`src/rtl/usb_tx.sv`:
```
// USB full-speed packet transmitter: serializes ACK/NAK handshakes and DATA0/DATA1
// packets (payload from a fall-through FIFO plus CRC16) with bit stuffing, NRZI and EOP.
module usb_tx #(
  parameter int unsigned CLKS_PER_BIT = 8,
  parameter int unsigned MAX_BYTES    = 64
) (
  input  logic       clk,
  input  logic       rst,
  input  logic       tx_start,
  input  logic [1:0] tx_pckt,
  input  logic [7:0] tx_data,
  input  logic       fifo_empty,
  output logic       get_tx_data,
  output logic       d_plus,
  output logic       d_minus,
  output logic       d_mode,
  output logic       tx_busy,
  output logic       tx_done
);

  localparam int unsigned CW = $clog2(CLKS_PER_BIT);
  localparam int unsigned BW = $clog2(MAX_BYTES + 1);
  localparam logic [CW-1:0] LASTCLK = CW'(CLKS_PER_BIT - 1);
  localparam logic [BW-1:0] MAXB    = BW'(MAX_BYTES);

  typedef enum logic [2:0] {IDLE, SYNC, PID, DATA, CRC_LO, CRC_HI, EOP_SE0, EOP_J} state_t;

  state_t        state, state_n;
  logic [CW-1:0] bit_cnt;
  logic [2:0]    bit_idx;
  logic [2:0]    ones;
  logic [7:0]    shreg;
  logic [15:0]   crc;
  logic [BW-1:0] byte_cnt;
  logic [1:0]    pckt;
  logic          stuff, last, line;

  logic          bit_end, serial, cur_bit, owe, adv, fb;
  logic [15:0]   crc_next, crc_fin;
  logic [3:0]    pid;

  always_comb begin
    bit_end  = (bit_cnt == LASTCLK);
    serial   = (state != IDLE) && (state != EOP_SE0) && (state != EOP_J);
    cur_bit  = stuff ? 1'b0 : shreg[0];
    owe      = !stuff && cur_bit && (ones == 3'd5);
    fb       = crc[0] ^ cur_bit;
    crc_next = {1'b0, crc[15:1]} ^ (fb ? 16'hA001 : 16'h0000);
    crc_fin  = (state == DATA && !stuff) ? crc_next : crc;
    case (pckt)
      2'b00:   pid = 4'h2;
      2'b01:   pid = 4'hA;
      2'b10:   pid = 4'h3;
      default: pid = 4'hB;
    endcase
    // A byte whose last bit owes a stuff 0 only finishes after that stuff slot.
    case (state)
      IDLE:    adv = 1'b0;
      EOP_SE0: adv = bit_end && bit_idx[0];
      EOP_J:   adv = bit_end;
      default: adv = bit_end && (stuff ? last : (bit_idx == 3'd7 && !owe));
    endcase
  end

  always_ff @(posedge clk) begin
    if (rst) state <= IDLE;
    else     state <= state_n;
  end

  always_comb begin
    state_n = state;
    case (state)
      IDLE:    if (tx_start) state_n = SYNC;
      SYNC:    if (adv) state_n = PID;
      PID:     if (adv) state_n = !pckt[1] ? EOP_SE0 : (fifo_empty ? CRC_LO : DATA);
      DATA:    if (adv && (fifo_empty || byte_cnt == MAXB)) state_n = CRC_LO;
      CRC_LO:  if (adv) state_n = CRC_HI;
      CRC_HI:  if (adv) state_n = EOP_SE0;
      EOP_SE0: if (adv) state_n = EOP_J;
      EOP_J:   if (adv) state_n = IDLE;
      default: state_n = IDLE;
    endcase
  end

  always_comb begin
    d_mode  = (state != IDLE);
    tx_busy = (state != IDLE);
    case (state)
      IDLE:    begin d_plus = 1'b1; d_minus = 1'b0; end
      EOP_SE0: begin d_plus = 1'b0; d_minus = 1'b0; end
      EOP_J:   begin d_plus = 1'b1; d_minus = 1'b0; end
      default: begin
        d_plus  = cur_bit ? line : ~line;
        d_minus = ~d_plus;
      end
    endcase
  end

  always_ff @(posedge clk) begin
    if (rst) begin
      bit_cnt     <= '0;
      bit_idx     <= '0;
      ones        <= '0;
      shreg       <= '0;
      crc         <= '0;
      byte_cnt    <= '0;
      pckt        <= '0;
      stuff       <= 1'b0;
      last        <= 1'b0;
      line        <= 1'b1;
      get_tx_data <= 1'b0;
      tx_done     <= 1'b0;
    end else begin
      get_tx_data <= 1'b0;
      tx_done     <= 1'b0;
      if (state == IDLE) begin
        bit_cnt <= '0;
        if (tx_start) begin
          pckt     <= tx_pckt;
          shreg    <= 8'h80;
          crc      <= '1;
          ones     <= '0;
          stuff    <= 1'b0;
          last     <= 1'b0;
          bit_idx  <= '0;
          byte_cnt <= '0;
          line     <= 1'b1;
        end
      end else begin
        bit_cnt <= bit_end ? '0 : bit_cnt + 1'b1;
        if (bit_end) begin
          if (serial) line <= cur_bit ? line : ~line;
          if (serial && stuff) begin
            stuff <= 1'b0;
            ones  <= '0;
          end else if (serial) begin
            ones    <= cur_bit ? ones + 3'd1 : '0;
            shreg   <= {1'b0, shreg[7:1]};
            bit_idx <= bit_idx + 3'd1;
            if (state == DATA) crc <= crc_next;
            if (owe) stuff <= 1'b1;
            if (owe && bit_idx == 3'd7) last <= 1'b1;
          end else begin
            bit_idx <= bit_idx + 3'd1;
          end
          if (adv) begin
            bit_idx <= '0;
            last    <= 1'b0;
            case (state_n)
              PID:    shreg <= {~pid, pid};
              DATA: begin
                shreg       <= tx_data;
                byte_cnt    <= byte_cnt + 1'b1;
                get_tx_data <= 1'b1;
              end
              CRC_LO: shreg <= ~crc_fin[7:0];
              CRC_HI: shreg <= ~crc[15:8];
              IDLE:   tx_done <= 1'b1;
              default: ;
            endcase
          end
        end
      end
    end
  end

endmodule

```
`config.mk`:
```
export PLATFORM = sky130hd
export DESIGN_NAME = usb_tx
export DESIGN_NICKNAME = d
export VERILOG_FILES = /design/src/rtl/usb_tx.sv
export SDC_FILE = /design/constraint.sdc
export NUM_CORES = 1
export LEC_CHECK = 0
export ABC_AREA = 0
export CORE_MARGIN = 2
export CORE_UTILIZATION = 38
export CTS_CLUSTER_DIAMETER = 120
export DETAILED_ROUTE_END_ITERATION = 12
export PLACE_DENSITY = 0.63
export SETUP_SLACK_MARGIN = 0.02
export SLEW_MARGIN = 0
export SYNTH_ARGS = -nofsm -noshare
export SYNTH_HDL_FRONTEND = slang
export SYNTH_SLANG_ARGS = --single-unit
```
`constraint.sdc`:
```
create_clock -name clk -period 3.5 [get_ports clk]
set_input_delay 0.35 -clock clk [delete_from_list [all_inputs] [get_ports clk]]
set_output_delay 0.35 -clock clk [all_outputs]
set_load 0.03 [all_outputs]
```
### Word level (Yosys, flattened, before mapping)

Index checks and enable logic that the tools add are counted.

* add/subtract/negate cells: 4
* mux-type cells: 66
* bitwise operators: 9
* reductions and logical operators: 40
* eq/ne operators: 22

Operators with widths (number)
* 16-bit 2-to-1 mux: 7
* 3-bit 2-to-1 mux: 20
* 8-bit 2-to-1 mux: 7
* 7-bit 2-to-1 mux: 5
* 8-bit case mux with 4 select lines: 1
* 3-bit equality test, second input constant: 9
* 3-bit case mux with 8 select lines: 1
* 1-bit 2-to-1 mux: 22
* 8-bit inverter: 2
* 15-bit by 16-bit bitwise XOR with 16-bit output: 1
* 3-bit nonzero test: 5
* 3-bit by 2-bit equality test with 1-bit output, second input constant: 4
* 4-bit case mux with 3 select lines: 1
* 1-bit logical AND: 11
* 5-bit AND reduction: 2
* 2-bit nonzero test: 5
* 3-bit by 1-bit adder with 3-bit output, second input constant: 3
* 3-bit inequality test, second input constant: 3
* 3-bit AND reduction: 3
* 4-bit AND reduction: 2
* 7-bit by 1-bit adder with 7-bit output, second input constant: 1
* 7-bit equality test, second input constant: 1
* 3-bit zero test: 2
* 3-bit OR reduction: 2
* other kinds (15): 21

* flip-flop bits (word level): 50
* logic and storage cells: 154

### Depth between registers and ports, before layout

Gate-level depths: netlist of run 1.

* depth in word-level cells: 16
* depth in mapped cells: 11
* gate-level depth less buffers: 9

### Worst setup path before layout of run 1

Ideal clock, no wire load.

* path type: flip-flop to flip-flop
* start: reg bit_idx[0]
* end: reg shreg[3]
* stages on the path, launching flop included: 10
* arrival time: 2346 ps
* setup time: 95 ps
* period minus slack after synthesis: 2441 ps
* required time: 3405 ps
* path slack: 1059 ps
* cell sequence: dfxtp_1 > ha_1 > ha_1 > mux2_2 > nand2_1 > o22ai_1 > or3_1 > nor3_2 > a22oi_1 > a221oi_1

* longest elaborated chain between the ends: 13
* elaborated cells between the ends (all ways): 23

RTL lines
* from (decl): line 30 `logic [2:0] bit_idx;`
* from (signal assigned): line 139 `bit_idx <= bit_idx + 3'd1;`
* from (signal assigned): line 144 `bit_idx <= bit_idx + 3'd1;`
* 3-bit equality test: line 61 `default: adv = bit_end && (stuff ? last : (bit_idx == 3'd7 && !owe));`
* 1-bit logical AND: line 61
* 1-bit 2-to-1 mux: line 61
* 1-bit logical AND: line 61
* 1-bit case mux with 3 select lines *: line 57 `case (state)`
* 1-bit logical AND: line 76 `DATA: if (adv && (fifo_empty || byte_cnt == MAXB)) state_n = CRC_LO;`
* 3-bit 2-to-1 mux: line 76
* 3-bit case mux with 8 select lines: line 72 `case (state)`
* 3-bit equality test / 3-bit by 2-bit equality test with 1-bit output (equally long branches): line 149 `case (state_n)`
* 8-bit case mux with 4 select lines: line 149
* 8-bit 2-to-1 mux *: line 146 `if (adv) begin`
* 8-bit 2-to-1 mux *: line 131 `if (bit_end) begin`
* 8-bit 2-to-1 mux *: line 116 `if (state == IDLE) begin`
* to (signal assigned): line 138 `shreg <= {1'b0, shreg[7:1]};`
* to (signal assigned): line 150 `PID: shreg <= {~pid, pid};`
* to (signal assigned): line 152 `shreg <= tx_data;`
* to (decl): line 32 `logic [7:0] shreg;`

Mark *: on every way between the ends. The rest lies on a longest branch, timed or not. The select of a mux whose other input is x is not followed.
A chain may end at the register's enable or synchronous reset.

### Worst setup path after layout of run 1

* start: reg bit_cnt[0]
* end: reg shreg[3]

* longest elaborated chain between the ends: 11
* elaborated cells between the ends (all ways): 23

RTL lines
* from (decl): line 29 `logic [CW-1:0] bit_cnt;`
* from (signal assigned): line 130 `bit_cnt <= bit_end ? '0 : bit_cnt + 1'b1;`
* 3-bit equality test *: line 43 `bit_end = (bit_cnt == LASTCLK);`
* 1-bit logical AND, on equally long branches: line 61, 59
* 1-bit case mux with 3 select lines: line 57
* 1-bit logical AND: line 76
* 3-bit 2-to-1 mux: line 76
* 3-bit case mux with 8 select lines: line 72
* 3-bit equality test / 3-bit by 2-bit equality test with 1-bit output (equally long branches): line 149
* 8-bit case mux with 4 select lines: line 149
* 8-bit 2-to-1 mux: line 146
* 8-bit 2-to-1 mux: line 131
* 8-bit 2-to-1 mux: line 116

Marks and branches as above.

==> results.sh, run 1 <==
export IMPL_outcome="finished clean"
export IMPL_arrival_ps=3270
export IMPL_setup_ws_ps=453.6
export IMPL_post_cts_buffers=0
export IMPL_fillers=773
export IMPL_syn_cell_area_sq_mm=0.002932
export IMPL_finalCriticalPeriod_ps=3046
export IMPL_core_sq_mm=0.007607
export IMPL_pwr_density_cell_mw_per_mm2=329.5
export IMPL_synth_edf_count=0
export IMPL_overflow=0
export IMPL_layout_drive_gt1_share_pct=8.971
export IMPL_max_slew_margin_pct=30.81
export IMPL_routed_wl_um=7328
export IMPL_start_util_pct=38.54
export IMPL_syn_nets=388
export IMPL_yosys_warnings=0
export IMPL_place_hpwl_um=5402
export IMPL_hold_class="register to register"
export IMPL_h_tree_depth=2
export IMPL_cts_resized_gates=0
export IMPL_ys_async_sr_fraction_pct=0
export IMPL_fin_tns_setup_ps=0
export IMPL_skew_ps=10.93
export IMPL_synth_seq_cells=50
export IMPL_dpl_worst_slack_ps=490.7
export IMPL_grtUsageTotal_pct=17.96
export IMPL_drtIter0Drc=268
export IMPL_netSwitchingFraction_pct=27.77
export IMPL_ant_nets=0
export IMPL_cts_buffers=5
export IMPL_cts_buffer_depth=2
export IMPL_report_final_slew_viol_count=0
export IMPL_crit_fanout=11
export IMPL_power_switching_uw=302.5
export IMPL_grt_setup_unrepaired="no"
export IMPL_die_h_um=91.83
export IMPL_grt_max_degree=25
export IMPL_r2r_cells=8
export IMPL_path_clk_slew_ps=100
export IMPL_syn2layout_area_growth_pct=12.80
export IMPL_holdBufCountCts=0
export IMPL_grt_first_pass_wirelength_um=12410
export IMPL_postSynthCellCount=366
export IMPL_antenna_cells=0
export IMPL_wire_per_inst_um=15.23
export IMPL_cts_sinks=50
export IMPL_viasPerCell=5.580
export IMPL_p_seq_share_pct=56.3
export IMPL_ir_drop_v=0.0001551
export IMPL_grt_pass1_vias=2524
export IMPL_clkLatencyLatePin_ps=310
export IMPL_ys_flop_type="dfxtp_1"
export IMPL_fmax_mhz=328.3
export IMPL_post_route_period_util_pct=87.04
export IMPL_drc_errors=0
export IMPL_min_delay_path_depth=1
export IMPL_finalHoldViolCount=0
export IMPL_pwr_share_comb_pct=12.6
export IMPL_cell_internal_pwr_uw=787.1
export IMPL_syn_avg_cell_area_sq_um=8.010
export IMPL_die_area_sq_mm=0.008433
export IMPL_cts_tree="built"
export IMPL_num_rows=32
export IMPL_leakagePower_nw=1.183
export IMPL_critical_path_startpoint_type="register"
export IMPL_yosysSeqAreaShare_pct=34.14
export IMPL_root_buffer="clkbuf_8"
export IMPL_die_x_um=91.83
export IMPL_final_cells=481
export IMPL_cp_end_kind="register"
export IMPL_dp_cells=474
export IMPL_clkPwrFrac_pct=31.2
export IMPL_worstMarginPinSlew_ps=1031
export IMPL_vias=2684
export IMPL_routabilityCongestion=0.8944
export IMPL_antenna_found_initial=0
export IMPL_required_ps=3720
export IMPL_criticalPathCategory="register to register"
export IMPL_cap_violations=0
export IMPL_io_pins=20
export IMPL_num_nets_final=401
export IMPL_ys_types=59
export IMPL_setup_violations=0
export IMPL_dr_pass1_iters=6
export IMPL_io_buffers=19
## layer usage
| metal | vias up | GRT usage, % | share of wire, % |
|---|---|---|---|
| met3 | 7 | 3.451 | 5.4 |
| met1 | 1260 | 25.36 | 47 |
| met2 | 62 | 27.94 | 46 |
| met5 | - | 0 | 0 |
| li1 | 1355 | - | - |
| met4 | 0 | 5.100 | 1.0 |
## path summary, 6_finish.rpt
| kind | from | endpoint | slack [ps] |
|---|---|---|---|
| worst max-delay path | bit_cnt[0]$_SDFF_PP0_ | shreg[3]$_SDFFE_PP0P_ | 450 |
| worst min-delay path | bit_cnt[0]$_SDFF_PP0_ | bit_cnt[0]$_SDFF_PP0_ | 450 |
| worst min register to register | bit_cnt[0]$_SDFF_PP0_ | bit_cnt[0]$_SDFF_PP0_ | 450 |
| worst max register to register | bit_cnt[0]$_SDFF_PP0_ | shreg[3]$_SDFFE_PP0P_ | 450 |
## per-stage QoR
| step | hold slack (ps) | util, % | total power, mW | area, sq um |
|---|---|---|---|---|
| 4_1_cts | 456.7 | 43.47 | 1.100 | 3307 |
| 6_report | 446.8 | 43.47 | 1.090 | 3307 |
| 2_1_floorplan | 407.2 | - | 0.7129 | 2932 |
| 5_1_grt | 480.7 | 43.47 | 1.141 | 3307 |
| 3_3_place_gp | 429.0 | 42.38 | 0.7626 | 3224 |
| 3_5_place_dp | 442.5 | 42.38 | 0.7640 | 3224 |
## power groups by stage
stage / sequential, mW / combinational (mW) / clock, mW
global route: 0.618 / 0.155 / 0.369
CTS: 0.613 / 0.138 / 0.348
detailed placement: 0.626 / 0.138 / 0
floorplan: 0.619 / 0.0936 / 0
finish: 0.613 / 0.137 / 0.339
global placement: 0.626 / 0.136 / 0
## placed cells by master, fill, tap and decap left out, types with 6 or more instances in the layout
cell type / netlist / final
nand2_1: 38 / 38
nor2_1: 57 / 57
buf_4: 4 / 11
clkdlybuf4s50_1: 0 / 19
dfxtp_1: 50 / 50
ha_1: 8 / 8
mux2i_1: 9 / 9
inv_1: 7 / 7
nor3_1: 11 / 11
o21ai_0: 8 / 8
a22oi_1: 6 / 6
and2_1: 6 / 6
nand3_1: 10 / 10
a21oi_1: 20 / 20
a211oi_1: 27 / 27
## layout make-up
class,count,area [sq um],area share [%]
multi-input combinational,284,1793,54.22
sequential,50,1001,30.27
timing repair buffer,30,272.8,8.248
tap,102,127.6,3.859
clock buffer,5,68.82,2.081
inverter,8,30.03,0.9081
clock inverter,2,13.76,0.4162
## registers in the layout, summed over array words and instances (netlist names)
register and count:
stuff 1, state 3, crc 16, get_tx_data 1, bit_cnt 3, line 1
shreg 8, last 1, byte_cnt 7, bit_idx 3, tx_done 1, pckt 2
ones 3
## cells in the mapped netlist (3+ instances only)
cell      number  area share (%)
o21ai_0        8             1.4
and3_1         5             1.1
a21o_1         4             1.0
nor2b_1        5             1.1
inv_1          7            0.90
dfxtp_1       50              34
and2_1         6             1.3
ha_1           8             3.4
a21oi_1       20             3.4
clkbuf_1      17             2.2
nor2_1        57             7.3
a22oi_1        6             1.5
xnor2_1        5             1.5
mux2i_1        9             3.1
a211oi_1      27             6.9
a31oi_1        4            0.85
or3_1          3            0.64
nand3_1       10             1.7
nand2_1       38             4.9
nor4_1         5             1.1
buf_4          4             1.0
nor3_1        11             1.9
a31o_2         4             1.2
nor3_2         3             1.0
## critical path: stages (launching register included)
cell	delay (ps)
dfxtp_1	350
ha_1	160
ha_1	400
nand2_1	280
a211oi_2	640
a31oi_1	250
nor3_2	450
a22oi_1	170
a221oi_1	260
## kinds of logic (layout without fill, tap and decap cells)
group / count (synthesis) / count (layout) / share of synthesized area (%)
adder cells (fa/ha/maj): 8 / 8 / 3.415
flip-flops: 50 / 50 / 34.14
multiplexers: 10 / 10 / 3.457
AND/OR/NAND/NOR: 162 / 162 / 28.17
XOR/XNOR: 7 / 7 / 2.091
AO/OA/AOI/OAI: 97 / 97 / 24.03
buffers and inverters: 32 / 45 / 4.695
No activity file was read; power rests on OpenSTA's default activity.
==> inputs of run 2 (changes only) <==
Settings changed: ABC_CLOCK_PERIOD_IN_PS set to 3500.
==> results of run 2 <==
The final DEF is identical to that of run 1; final timing and power are the same.
